$ cat src/rtl/pc_pkg.sv
// Shared definitions for the fetch-stage program counter.
// Holds the next-PC source encoding and the default reset and exception vectors.
package pc_pkg;

  typedef enum logic [2:0] {
    SRC_SEQ,
    SRC_BR,
    SRC_JMP,
    SRC_RET,
    SRC_EXC,
    SRC_HOLD
  } pc_src_e;

  localparam logic [31:0] DEF_RESET_VECTOR = 32'h0000_0000;
  localparam logic [31:0] DEF_EXC_VECTOR   = 32'h0000_0080;

endpackage

$ cat src/rtl/pc_unit_if.sv
// Request/response bundle between the fetch control and pc_unit.
//   master: drives stall, exception, branch/jump requests, call and ret;
//           observes pc_out, pc_plus, epc, ras_empty, ras_full, ret_miss and align_err.
//   slave : the pc_unit side.
interface pc_unit_if #(
  parameter int unsigned WIDTH = 32
);
  logic             stall;
  logic             exception;
  logic             branch_taken;
  logic [WIDTH-1:0] branch_target;
  logic             jump;
  logic [WIDTH-1:0] jump_target;
  logic             call;
  logic             ret;
  logic [WIDTH-1:0] pc_out;
  logic [WIDTH-1:0] pc_plus;
  logic [WIDTH-1:0] epc;
  logic             ras_empty;
  logic             ras_full;
  logic             ret_miss;
  logic             align_err;

  modport master (
    output stall, exception, branch_taken, branch_target, jump, jump_target, call, ret,
    input  pc_out, pc_plus, epc, ras_empty, ras_full, ret_miss, align_err
  );

  modport slave (
    input  stall, exception, branch_taken, branch_target, jump, jump_target, call, ret,
    output pc_out, pc_plus, epc, ras_empty, ras_full, ret_miss, align_err
  );
endinterface

$ cat src/rtl/ras_stack.sv
// Circular return-address stack.
//   clk, rst : clock, asynchronous active-high reset
//   push     : write din as the new top entry
//   pop      : drop the top entry
//   push+pop : replace the top entry with din (count unchanged)
//   din      : value to push
//   top      : current top entry
//   empty    : registered, count == 0
//   full     : registered, count == RAS_DEPTH
// A push when full overwrites the oldest entry; the count saturates.
module ras_stack #(
  parameter int unsigned WIDTH     = 32,
  parameter int unsigned RAS_DEPTH = 4
) (
  input  logic             clk,
  input  logic             rst,
  input  logic             push,
  input  logic             pop,
  input  logic [WIDTH-1:0] din,
  output logic [WIDTH-1:0] top,
  output logic             empty,
  output logic             full
);
  localparam int unsigned PW = $clog2(RAS_DEPTH);
  localparam int unsigned CW = PW + 1;
  localparam logic [CW-1:0] DEPTH_C = CW'(RAS_DEPTH);

  logic [WIDTH-1:0] mem_q [RAS_DEPTH];
  logic [PW-1:0]    ptr_q, ptr_d;  // index of the top entry
  logic [CW-1:0]    cnt_q, cnt_d;
  logic [PW-1:0]    wr_idx;
  logic             wr_en;
  logic             empty_q, full_q;

  always_comb begin
    ptr_d  = ptr_q;
    cnt_d  = cnt_q;
    wr_en  = 1'b0;
    wr_idx = ptr_q;
    if (push && pop && !empty_q) begin
      wr_en = 1'b1;
    end else if (push) begin
      // Advancing the pointer past the newest entry lands on the oldest when full.
      ptr_d  = ptr_q + 1'b1;
      wr_idx = ptr_d;
      wr_en  = 1'b1;
      if (cnt_q != DEPTH_C) cnt_d = cnt_q + 1'b1;
    end else if (pop && !empty_q) begin
      ptr_d = ptr_q - 1'b1;
      cnt_d = cnt_q - 1'b1;
    end
  end

  always_ff @(posedge clk or posedge rst) begin
    if (rst) begin
      ptr_q   <= '0;
      cnt_q   <= '0;
      empty_q <= 1'b1;
      full_q  <= 1'b0;
      for (int i = 0; i < int'(RAS_DEPTH); i++) mem_q[i] <= '0;
    end else begin
      ptr_q   <= ptr_d;
      cnt_q   <= cnt_d;
      empty_q <= (cnt_d == '0);
      full_q  <= (cnt_d == DEPTH_C);
      if (wr_en) mem_q[wr_idx] <= din;
    end
  end

  assign top   = mem_q[ptr_q];
  assign empty = empty_q;
  assign full  = full_q;

endmodule

$ cat src/rtl/pc_unit.sv
// Program-counter unit for the fetch stage.
//   clk, rst : clock, asynchronous active-high reset
//   bus      : pc_unit_if slave; redirect requests in, fetch address and status out
// Next-PC priority: exception > stall > ret > jump > branch > sequential.
module pc_unit
  import pc_pkg::*;
#(
  parameter int unsigned      WIDTH        = 32,
  parameter int unsigned      INCR         = 4,
  parameter logic [WIDTH-1:0] RESET_VECTOR = WIDTH'(DEF_RESET_VECTOR),
  parameter logic [WIDTH-1:0] EXC_VECTOR   = WIDTH'(DEF_EXC_VECTOR),
  parameter int unsigned      RAS_DEPTH    = 4
) (
  input logic     clk,
  input logic     rst,
  pc_unit_if.slave bus
);
  localparam logic [WIDTH-1:0] INCR_W     = WIDTH'(INCR);
  localparam logic [WIDTH-1:0] ALIGN_MASK = WIDTH'((64'd1 << $clog2(INCR)) - 64'd1);

  logic [WIDTH-1:0] pc_q, pc_d, epc_q, epc_d, pc_plus, ras_top;
  logic             ret_miss_q, ret_miss_d, align_err_q, align_err_d;
  logic             active, ras_push, ras_pop, ras_empty, ras_full;
  pc_src_e          src;

  assign pc_plus = pc_q + INCR_W;

  always_comb begin
    src = SRC_SEQ;
    if (bus.exception)         src = SRC_EXC;
    else if (bus.stall)        src = SRC_HOLD;
    else if (bus.ret)          src = ras_empty ? SRC_SEQ : SRC_RET;  // empty: fall through
    else if (bus.jump)         src = SRC_JMP;
    else if (bus.branch_taken) src = SRC_BR;

    unique case (src)
      SRC_EXC:  pc_d = EXC_VECTOR;
      SRC_HOLD: pc_d = pc_q;
      SRC_RET:  pc_d = ras_top;
      SRC_JMP:  pc_d = bus.jump_target;
      SRC_BR:   pc_d = bus.branch_target;
      default:  pc_d = pc_plus;
    endcase

    // Call/ret only act when the PC actually advances normally.
    active   = !bus.exception && !bus.stall;
    ras_push = active && bus.call;
    ras_pop  = active && bus.ret && !ras_empty;

    epc_d       = bus.exception ? pc_q : epc_q;
    ret_miss_d  = ret_miss_q;
    align_err_d = align_err_q;
    if (bus.exception) begin
      ret_miss_d  = 1'b0;
      align_err_d = 1'b0;
    end else if (!bus.stall) begin
      ret_miss_d  = bus.ret && ras_empty;
      align_err_d = (src inside {SRC_RET, SRC_JMP, SRC_BR}) && (|(pc_d & ALIGN_MASK));
    end
  end

  always_ff @(posedge clk or posedge rst) begin
    if (rst) begin
      pc_q        <= RESET_VECTOR;
      epc_q       <= '0;
      ret_miss_q  <= 1'b0;
      align_err_q <= 1'b0;
    end else begin
      pc_q        <= pc_d;
      epc_q       <= epc_d;
      ret_miss_q  <= ret_miss_d;
      align_err_q <= align_err_d;
    end
  end

  ras_stack #(
    .WIDTH    (WIDTH),
    .RAS_DEPTH(RAS_DEPTH)
  ) u_ras (
    .clk  (clk),
    .rst  (rst),
    .push (ras_push),
    .pop  (ras_pop),
    .din  (pc_plus),
    .top  (ras_top),
    .empty(ras_empty),
    .full (ras_full)
  );

  assign bus.pc_out    = pc_q;
  assign bus.pc_plus   = pc_plus;
  assign bus.epc       = epc_q;
  assign bus.ras_empty = ras_empty;
  assign bus.ras_full  = ras_full;
  assign bus.ret_miss  = ret_miss_q;
  assign bus.align_err = align_err_q;

endmodule

$ cat src/flat_wrapper.sv
// flat-port wrapper written by rule: the top's interface ports become plain ports
module pc_unit_flat import pc_pkg::*;
#(
  parameter int unsigned      WIDTH        = 32,
  parameter int unsigned      INCR         = 4,
  parameter logic [WIDTH-1:0] RESET_VECTOR = WIDTH'(DEF_RESET_VECTOR),
  parameter logic [WIDTH-1:0] EXC_VECTOR   = WIDTH'(DEF_EXC_VECTOR),
  parameter int unsigned      RAS_DEPTH    = 4
)
  (clk, rst, bus_stall, bus_exception, bus_branch_taken, bus_branch_target, bus_jump, bus_jump_target, bus_call, bus_ret, bus_pc_out, bus_pc_plus, bus_epc, bus_ras_empty, bus_ras_full, bus_ret_miss, bus_align_err);
  pc_unit_if #(.WIDTH(WIDTH)) bus_i ();
  input logic clk;
  input logic rst;
  input wire logic [$bits(bus_i.stall)-1:0] bus_stall;
  input wire logic [$bits(bus_i.exception)-1:0] bus_exception;
  input wire logic [$bits(bus_i.branch_taken)-1:0] bus_branch_taken;
  input wire logic [$bits(bus_i.branch_target)-1:0] bus_branch_target;
  input wire logic [$bits(bus_i.jump)-1:0] bus_jump;
  input wire logic [$bits(bus_i.jump_target)-1:0] bus_jump_target;
  input wire logic [$bits(bus_i.call)-1:0] bus_call;
  input wire logic [$bits(bus_i.ret)-1:0] bus_ret;
  output wire logic [$bits(bus_i.pc_out)-1:0] bus_pc_out;
  output wire logic [$bits(bus_i.pc_plus)-1:0] bus_pc_plus;
  output wire logic [$bits(bus_i.epc)-1:0] bus_epc;
  output wire logic [$bits(bus_i.ras_empty)-1:0] bus_ras_empty;
  output wire logic [$bits(bus_i.ras_full)-1:0] bus_ras_full;
  output wire logic [$bits(bus_i.ret_miss)-1:0] bus_ret_miss;
  output wire logic [$bits(bus_i.align_err)-1:0] bus_align_err;
  assign bus_i.stall = bus_stall;
  assign bus_i.exception = bus_exception;
  assign bus_i.branch_taken = bus_branch_taken;
  assign bus_i.branch_target = bus_branch_target;
  assign bus_i.jump = bus_jump;
  assign bus_i.jump_target = bus_jump_target;
  assign bus_i.call = bus_call;
  assign bus_i.ret = bus_ret;
  assign bus_pc_out = bus_i.pc_out;
  assign bus_pc_plus = bus_i.pc_plus;
  assign bus_epc = bus_i.epc;
  assign bus_ras_empty = bus_i.ras_empty;
  assign bus_ras_full = bus_i.ras_full;
  assign bus_ret_miss = bus_i.ret_miss;
  assign bus_align_err = bus_i.align_err;
  pc_unit #(.WIDTH(WIDTH), .INCR(INCR), .RESET_VECTOR(RESET_VECTOR), .EXC_VECTOR(EXC_VECTOR), .RAS_DEPTH(RAS_DEPTH)) u_core (.clk(clk), .rst(rst), .bus(bus_i));
endmodule
$ cat config.mk
export PLATFORM = sky130hd
export DESIGN_NAME = pc_unit_flat
export DESIGN_NICKNAME = d
export VERILOG_FILES = /design/src/rtl/pc_pkg.sv /design/src/rtl/pc_unit_if.sv /design/src/rtl/ras_stack.sv /design/src/rtl/pc_unit.sv /design/src/flat_wrapper.sv
export SDC_FILE = /design/constraint.sdc
export NUM_CORES = 1
export LEC_CHECK = 0
export BUFFER_PORTS_ARGS = -buffer_cell sky130_fd_sc_hd__buf_2
export CORE_ASPECT_RATIO = 1.2
export CORE_MARGIN = 2
export CORE_UTILIZATION = 56
export DETAILED_ROUTE_END_ITERATION = 16
export GPL_TIMING_DRIVEN = 0
export PLACE_DENSITY = 0.86
export SKIP_LAST_GASP = 1
export SYNTH_ARGS = -nofsm -noshare
export SYNTH_HDL_FRONTEND = slang
export SYNTH_HIERARCHICAL = 1
export SYNTH_SLANG_ARGS = --single-unit
$ cat constraint.sdc
create_clock -name clk -period 5.5 [get_ports clk]
set_clock_uncertainty 0.2 [all_clocks]
set_input_delay 0.55 -clock clk [delete_from_list [all_inputs] [get_ports clk]]
set_output_delay 0.55 -clock clk [all_outputs]
set_load 0.03 [all_outputs]
==> metrics.md, run 1 <==
| Metric | Value |
|---|---|
| Worst path buffer plus inverter count | 3 |
| Crit-path max FO | 8 |
| Drt pass-1 iters | 6 |
| PD cells | 408 mW/mm^2 |
| Avg Cell Area, Syn | 13.3 sq um |
| Required time of the critical path | 4.75 ns |
| Share of layout cells above drive strength 1 | 0.426 |
| Fin. Hold Viols | 0 |
| Die ar. | 0.0185 sq mm |
| Post-route minimum period | 4.08 ns |
| Clock sinks | 201 |
| Top_reg_cell synth | dfrtp_1 |
| Post-CTS setup buffer count | 0 |
| Worst-margin pin slew | 0.909 ns |
| Worst setup SP type | flip-flop |
| I/O pins | 172 |
| Vias/cell | 6.32 |
| Synth async-reset ratio | 1.00 |
| Period utilization | 0.742 |
| Number of CTS-inserted buffers | 21 |
| Die H | 148 um |
| Top cells by count, synth | dfrtp_1 (200), mux2_2 (124), nand2_1 (51) |
| Post-layout nets | 1003 |
| Seq/Total Area, Yosys | 0.517 |
| Slowest cell on crit path | dfrtp_1 |
| Fill cell count | 1176 |
| Count of cell types in the netlist | 57 |
| Final setup fails | 0 |
| P_leak | 5.80 nW |
| Crit path cell chain | ha_1 -> clkbuf_1 -> inv_1 -> nor3_2 -> nand3_1 -> xnor2_1 -> buf_2 |
| Starting Density | 0.574 |
| Min-delay worst type | input pin to flip-flop |
| Status | finished clean |
| Critical path type | flip-flop to output pin |
| GRT Residual Overflow | 0 |
| Post-detail-place hpwl | 18.5 mm |
| Yosys reg bits | 201 |
| Synth top area share | 0.514 |
| Placement Setup Slack | 1.85 ns |
| Clk pin slew, worst setup/hold paths | 0.06 ns |
| Net Count, Synth | 809 |
| Worst EP arrival | 3.33 ns |
| # port buffers | 169 |
| Final WL | 27.0 mm |
| Layout area overhead | 18.7% |
| Drt initial violations | 721 |
| Antenna Cells | 0 |
| Rows | 52 |
| Core region area | 0.0170 sq mm |
| Final Max Slew Viols | 0 |
| Delay-heaviest family, CP | buffers and inverters |
| Final TNS setup | 0 ns |
| Post-synth top area cell | dfrtp_1 |
| Number of enable flip-flop cells after synthesis | 0 |
| Avg WL per Cell | 23.4 um |
| Die width | 124 um |
| Most numerous cell in the Yosys netlist | dfrtp_1 |
| Worst skew pair latency | 0.50 ns |
| Clock root cell | clkbuf_16 |
| Initial antenna violation count | 0 |
| Via count | 7304 |
| Slew HR | 0.394 |
| RSZ-0062 raised after global routing | false |
| Endpoint class of the critical path | output pin |
| Ys Warns | 6 |
| Vias in the first global route | 7649 |
| Synthesized cell area | 0.00974 sq mm |
| Mapped Cells | 733 |
| H-tree Lvls | 1 |
| Final WS setup | 1.42 ns |
| First-pass GRT wire length | 42.3 mm |
| CTS Buffer Depth | 3 |
| Top cells by area, synth | dfrtp_1 (51%), mux2_2 (14%), mux4_2 (7.4%) |
| Largest net degree at the start of global routing | 79 |
| Routability Congestion | 0.846 |
| Max-Cap Viols | 0 |
| Maximum vdd drop | 0.273 mV |
| Worst path max stage delay | 0.55 ns |
| GRT Total Usage | 0.294 |
| CTS tree | built |
| Peak Freq | 245 MHz |
| DR DRC count | 0 |
| Post-DRT Antenna Nets | 0 |
-- cell usage in the layout, fill, tap and decap left out, types with 15 or more instances in the layout --
cell / count
a21oi_1: 15
buf_2: 183
clkbuf_1: 33
a222oi_1: 18
mux2_2: 124
nand2_1: 51
dfrtp_1: 200
xnor2_1: 20
clkbuf_16: 21
mux4_2: 32
mux2_1: 36
-- kinds of logic (layout without fill, tap and decap cells) --
logic type	after synthesis	in the layout	share of synthesized area
and+or+nand+nor	135	135	0.0744
DFF	201	201	0.517
buffers and inverters	60	267	0.0315
AOI/OAI and AO/OA	108	108	0.0829
adders and majority gates	4	4	0.00514
xor gates and xnor gates	31	31	0.0286
muxes	194	194	0.261
-- cell type report --
class | instances | area (sq um) | area share
buffer | 52 | 277 | 0.0239
clock buffer | 31 | 603 | 0.0521
clock inverter | 5 | 60.1 | 0.00519
inverter | 8 | 37.5 | 0.00325
multi-input combinational | 472 | 4400 | 0.381
sequential | 201 | 5030 | 0.435
tap | 216 | 270 | 0.0234
timing repair buffer | 171 | 883 | 0.0764
-- report_power, final --
group,total (mW),switching [mW],internal (mW)
combinational,1.33,0.705,0.625
sequential,2.01,0.204,1.81
clock,1.37,0.561,0.808
total,4.71,1.47,3.24
-- metal layers --
metal  share of wire  routed length [um]  vias to the layer above  global-route usage
met5               0                   0                        -                   0
met3           0.085                2300                       41              0.0590
met2            0.50               13600                      389               0.501
met4           0.018                 493                        0              0.0860
li1                -                   -                     3163                   -
met1            0.39               10600                     3711               0.385
-- state kept, by name, indices dropped and copies added (netlist names) --
signal,count
u_core/u_ras/mem_q,128
u_core/u_ras/empty,1
u_core/bus.ret_miss,1
u_core/u_ras/cnt_q,3
u_core/u_ras/full,1
u_core/u_ras/ptr_q,2
u_core/bus.epc,32
u_core/bus.pc_out,32
u_core/bus.align_err,1
-- metrics by stage --
| step | power (mW) | cells | utilization | hold WS [ns] | cell area (sq um) |
|---|---|---|---|---|---|
| after global placement | 3.29 | 1118 | 0.639 | 0.268 | 10900 |
| after floorplan | 2.98 | 733 | - | 0.259 | 9740 |
| after detailed placement | 3.35 | 1119 | 0.641 | 0.275 | 10900 |
| after CTS | 4.74 | 1156 | 0.681 | 0.0713 | 11600 |
| after global routing | 4.93 | 1156 | 0.681 | 0.0833 | 11600 |
| final | 4.71 | 1156 | 0.681 | 0.0906 | 11600 |
-- worst paths after layout --
path                                                         start                                   to  slack (ns)  depth (start not counted)
worst max-delay path              u_core/bus.pc_out[2]$_DFFE_PP0P_                      bus_pc_plus[14]        1.42                          7
worst min-delay path                           bus_jump_target[22]    u_core/bus.pc_out[22]$_DFFE_PP0P_        0.09                          2
worst max register to register        u_core/u_ras/empty$_DFF_PP1_  u_core/u_ras/mem_q[120]$_DFFE_PP0P_        1.99                          9
worst min register to register  u_core/u_ras/mem_q[60]$_DFFE_PP0P_   u_core/u_ras/mem_q[60]$_DFFE_PP0P_        0.29                          1
max in group asynchronous                                      rst         u_core/u_ras/empty$_DFF_PP1_        3.79                          4
min in group asynchronous                                      rst   u_core/u_ras/mem_q[80]$_DFFE_PP0P_        0.49                          3
-- timing repair --
| item | CTS | global route |
|---|---|---|
| hold buffers | 1 | 0 |
| resized for setup | 0 | 0 |
| endpoints found under the hold margin | 57 | 0 |
Power figures use the tool's default switching activity.
==> inputs of run 2 (changes only) <==
Settings changed: ABC_AREA from default to 1, CORE_UTILIZATION 56 to 57.
Clock period 5.5 ns to 3.9 ns, I/O delays scaled along.
==> run 2 against run 1 <==
The run now ends with negative hold slack left. Combinational power rose to 3.0 times the previous value. Cell count up 61%. Die area up 6.8%. Sequential share of layout area down 3.4 points. Synthesized cell count up 94%. Sequential power up 72%. Critical endpoint is now bus_pc_plus[23]. Highest routed layer unchanged.
==> metrics.md, run 2 <==
| Metric | Value |
|---|---|
| Status | finished with violations |
| Failing checks | negative hold slack |
| Critical Path Source | u_core/bus.pc_out[11]$_DFFE_PP0P_ |
| Via count | 11352 |
| Avg Cell Area, Syn | 7.48 sq um |
| Post-route minimum period | 3.69 ns |
| Die H | 153 um |
| Hold buffers post-CTS | 10 |
| Final setup fails | 0 |
| Clock root cell | clkbuf_16 |
| Max-Cap Viols | 0 |
| Core region area | 0.0182 sq mm |
| Post-layout nets | 1703 |
| I/O pins | 172 |
| Post-DRT Antenna Nets | 0 |
| Clk pin slew, worst setup/hold paths | 0.06 ns |
| Worst-margin pin slew | 0.958 ns |
| Yosys reg bits | 201 |
| Maximum vdd drop | 0.533 mV |
| Starting Density | 0.581 |
| Ys Warns | 6 |
| Antenna Cells | 0 |
| CTS tree | built |
| R2r startpoint | u_core/u_ras/empty$_DFF_PP1_ |
| Worst EP arrival | 3.10 ns |
| Layout area overhead | 18.2% |
| Slew HR | 0.359 |
| Vias in the first global route | 10870 |
| Post-synth top area cell | dfrtp_1 |
| Period utilization | 0.945 |
| Post-detail-place hpwl | 27.6 mm |
| Most common cell after layout, fill and taps aside | nand2_1 |
| Drt initial violations | 1674 |
| HP Start | bus_jump_target[6] |
| Count of cell types in the netlist | 29 |
| Most frequent cells in the layout | nand2_1 (534), dfrtp_1 (200), buf_2 (197) |
| Most numerous cell in the Yosys netlist | nand2_1 |
| Die ar. | 0.0197 sq mm |
| Share of layout cells above drive strength 1 | 0.175 |
| Top cells by area, synth | dfrtp_1 (47%), nand2_1 (19%), nand3_1 (5.7%) |
| R2r setup slk | 1.01 ns |
| Synth async-reset ratio | 1.00 |
| Cells after DPL | 1818 |
| Required time of the critical path | 3.31 ns |
| Critical path type | flip-flop to output pin |
| Net Count, Synth | 1495 |
| Die width | 129 um |
| Synthesized cell area | 0.0106 sq mm |
| # port buffers | 171 |
| Endpoint class of the critical path | output pin |
| Number of CTS-inserted buffers | 21 |
| Routability Congestion | 0.984 |
| PD cells | 744 mW/mm^2 |
| Post-CTS setup buffer count | 0 |
| GRT Total Usage | 0.382 |
| Min-delay worst type | input pin to flip-flop |
| Vias/cell | 6.10 |
| H-tree Lvls | 1 |
| Clock sinks | 201 |
| P_leak | 6.74 nW |
| Max reg flops | 128 |
| Initial antenna violation count | 0 |
| Final TNS setup | 0 ns |
| Top reg by flops | u_core/u_ras/mem_q |
| Number of enable flip-flop cells after synthesis | 0 |
| Avg WL per Cell | 20.4 um |
| Top_reg_cell synth | dfrtp_1 |
| Rows | 54 |
| First-pass GRT wire length | 58.1 mm |
| Layout Cells excl Fill | 1861 |
| Mapped Cells | 1419 |
| CTS Buffer Depth | 3 |
| Drt pass-1 iters | 6 |
| DR DRC count | 0 |
| # resized after CTS | 0 |
| Fin Hold WS | -0.00310 ns |
| Final core occ | 0.688 |
| Worst setup SP type | flip-flop |
| GRT Residual Overflow | 0 |
| Synth top area share | 0.472 |
| Worst skew pair latency | 0.51 ns |
| Fin. Hold Viols | 1 |
| Seq/Total Area, Yosys | 0.474 |
| Largest net degree at the start of global routing | 44 |
| Peak Freq | 271 MHz |
| RSZ-0062 raised after global routing | false |
| Crit-path max FO | 6 |
| Final Max Slew Viols | 0 |
| Top cells by count, synth | nand2_1 (534), dfrtp_1 (200), nand3_1 (120) |
| Final WL | 38.0 mm |
[run 2: path summary, 6_finish.rpt]
kind                                                       to  depth (start not counted)
hold / removal               u_core/bus.pc_out[6]$_DFFE_PP0P_                          5
setup / recovery                              bus_pc_plus[23]                          7
min in group asynchronous  u_core/u_ras/mem_q[69]$_DFFE_PP0P_                          3
max in group asynchronous  u_core/u_ras/mem_q[51]$_DFFE_PP0P_                          5
setup reg to reg           u_core/u_ras/mem_q[43]$_DFFE_PP0P_                         12
hold reg to reg            u_core/u_ras/mem_q[88]$_DFFE_PP0P_                          2
[run 2: kinds of logic (layout without fill, tap and decap cells)]
kind of cell               count (synthesis)  in the layout  share of synthesized area
buffers and inverters                    164            382                     0.0728
DFF                                      201            201                      0.474
adders and majority gates                  4              4                    0.00472
xor gates and xnor gates                  20             20                     0.0165
AOI/OAI and AO/OA                        163            163                     0.0822
and+or+nand+nor                          867            867                      0.349
[run 2: area by class of cell]
cell class / instances / area [sq um]
clock buffer: 29 / 596
multi-input combinational: 1054 / 4800
fill: 1586 / 5700
sequential: 201 / 5030
inverter: 73 / 278
clock inverter: 4 / 20.0
timing repair buffer: 185 / 1040
buffer: 91 / 498
tap: 224 / 280
[run 2: stage by stage]
stage	instance area, sq um	hold WS [ns]	total power [mW]	setup WS, ns
after detailed placement	11800	0.253	7.29	0.824
after CTS	12500	0.00139	9.17	0.292
final	12500	-0.00310	9.33	0.214
after global placement	11700	0.248	7.16	0.763
after floorplan	10600	0.237	5.95	1.29
after global routing	12500	0.00748	9.78	0.0800
[run 2: power breakdown]
group          switching (mW)  internal (mW)
Clock                   0.805           1.05
Sequential              0.567           2.89
Combinational            2.91           1.11
Total                    4.28           5.06
[run 2: worst max-delay path: stages (launching register included)]
cell     delay, ns
dfrtp_1       0.48
nand2_1       0.15
nor3_1        0.46
nand2_1       0.16
nor2_1        0.13
nand2_1       0.09
xor2_1        0.77
buf_2         0.34
[run 2: layer usage]
| layer | vias to the layer above | wire length (um) | global-route usage | part of all wire |
|---|---|---|---|---|
| li1 | 5048 | - | - | - |
| met1 | 5297 | 13700 | 0.481 | 0.36 |
| met2 | 827 | 18200 | 0.629 | 0.48 |
| met3 | 180 | 4100 | 0.0746 | 0.11 |
| met4 | 0 | 2020 | 0.184 | 0.053 |
| met5 | - | 0 | 0 | 0 |
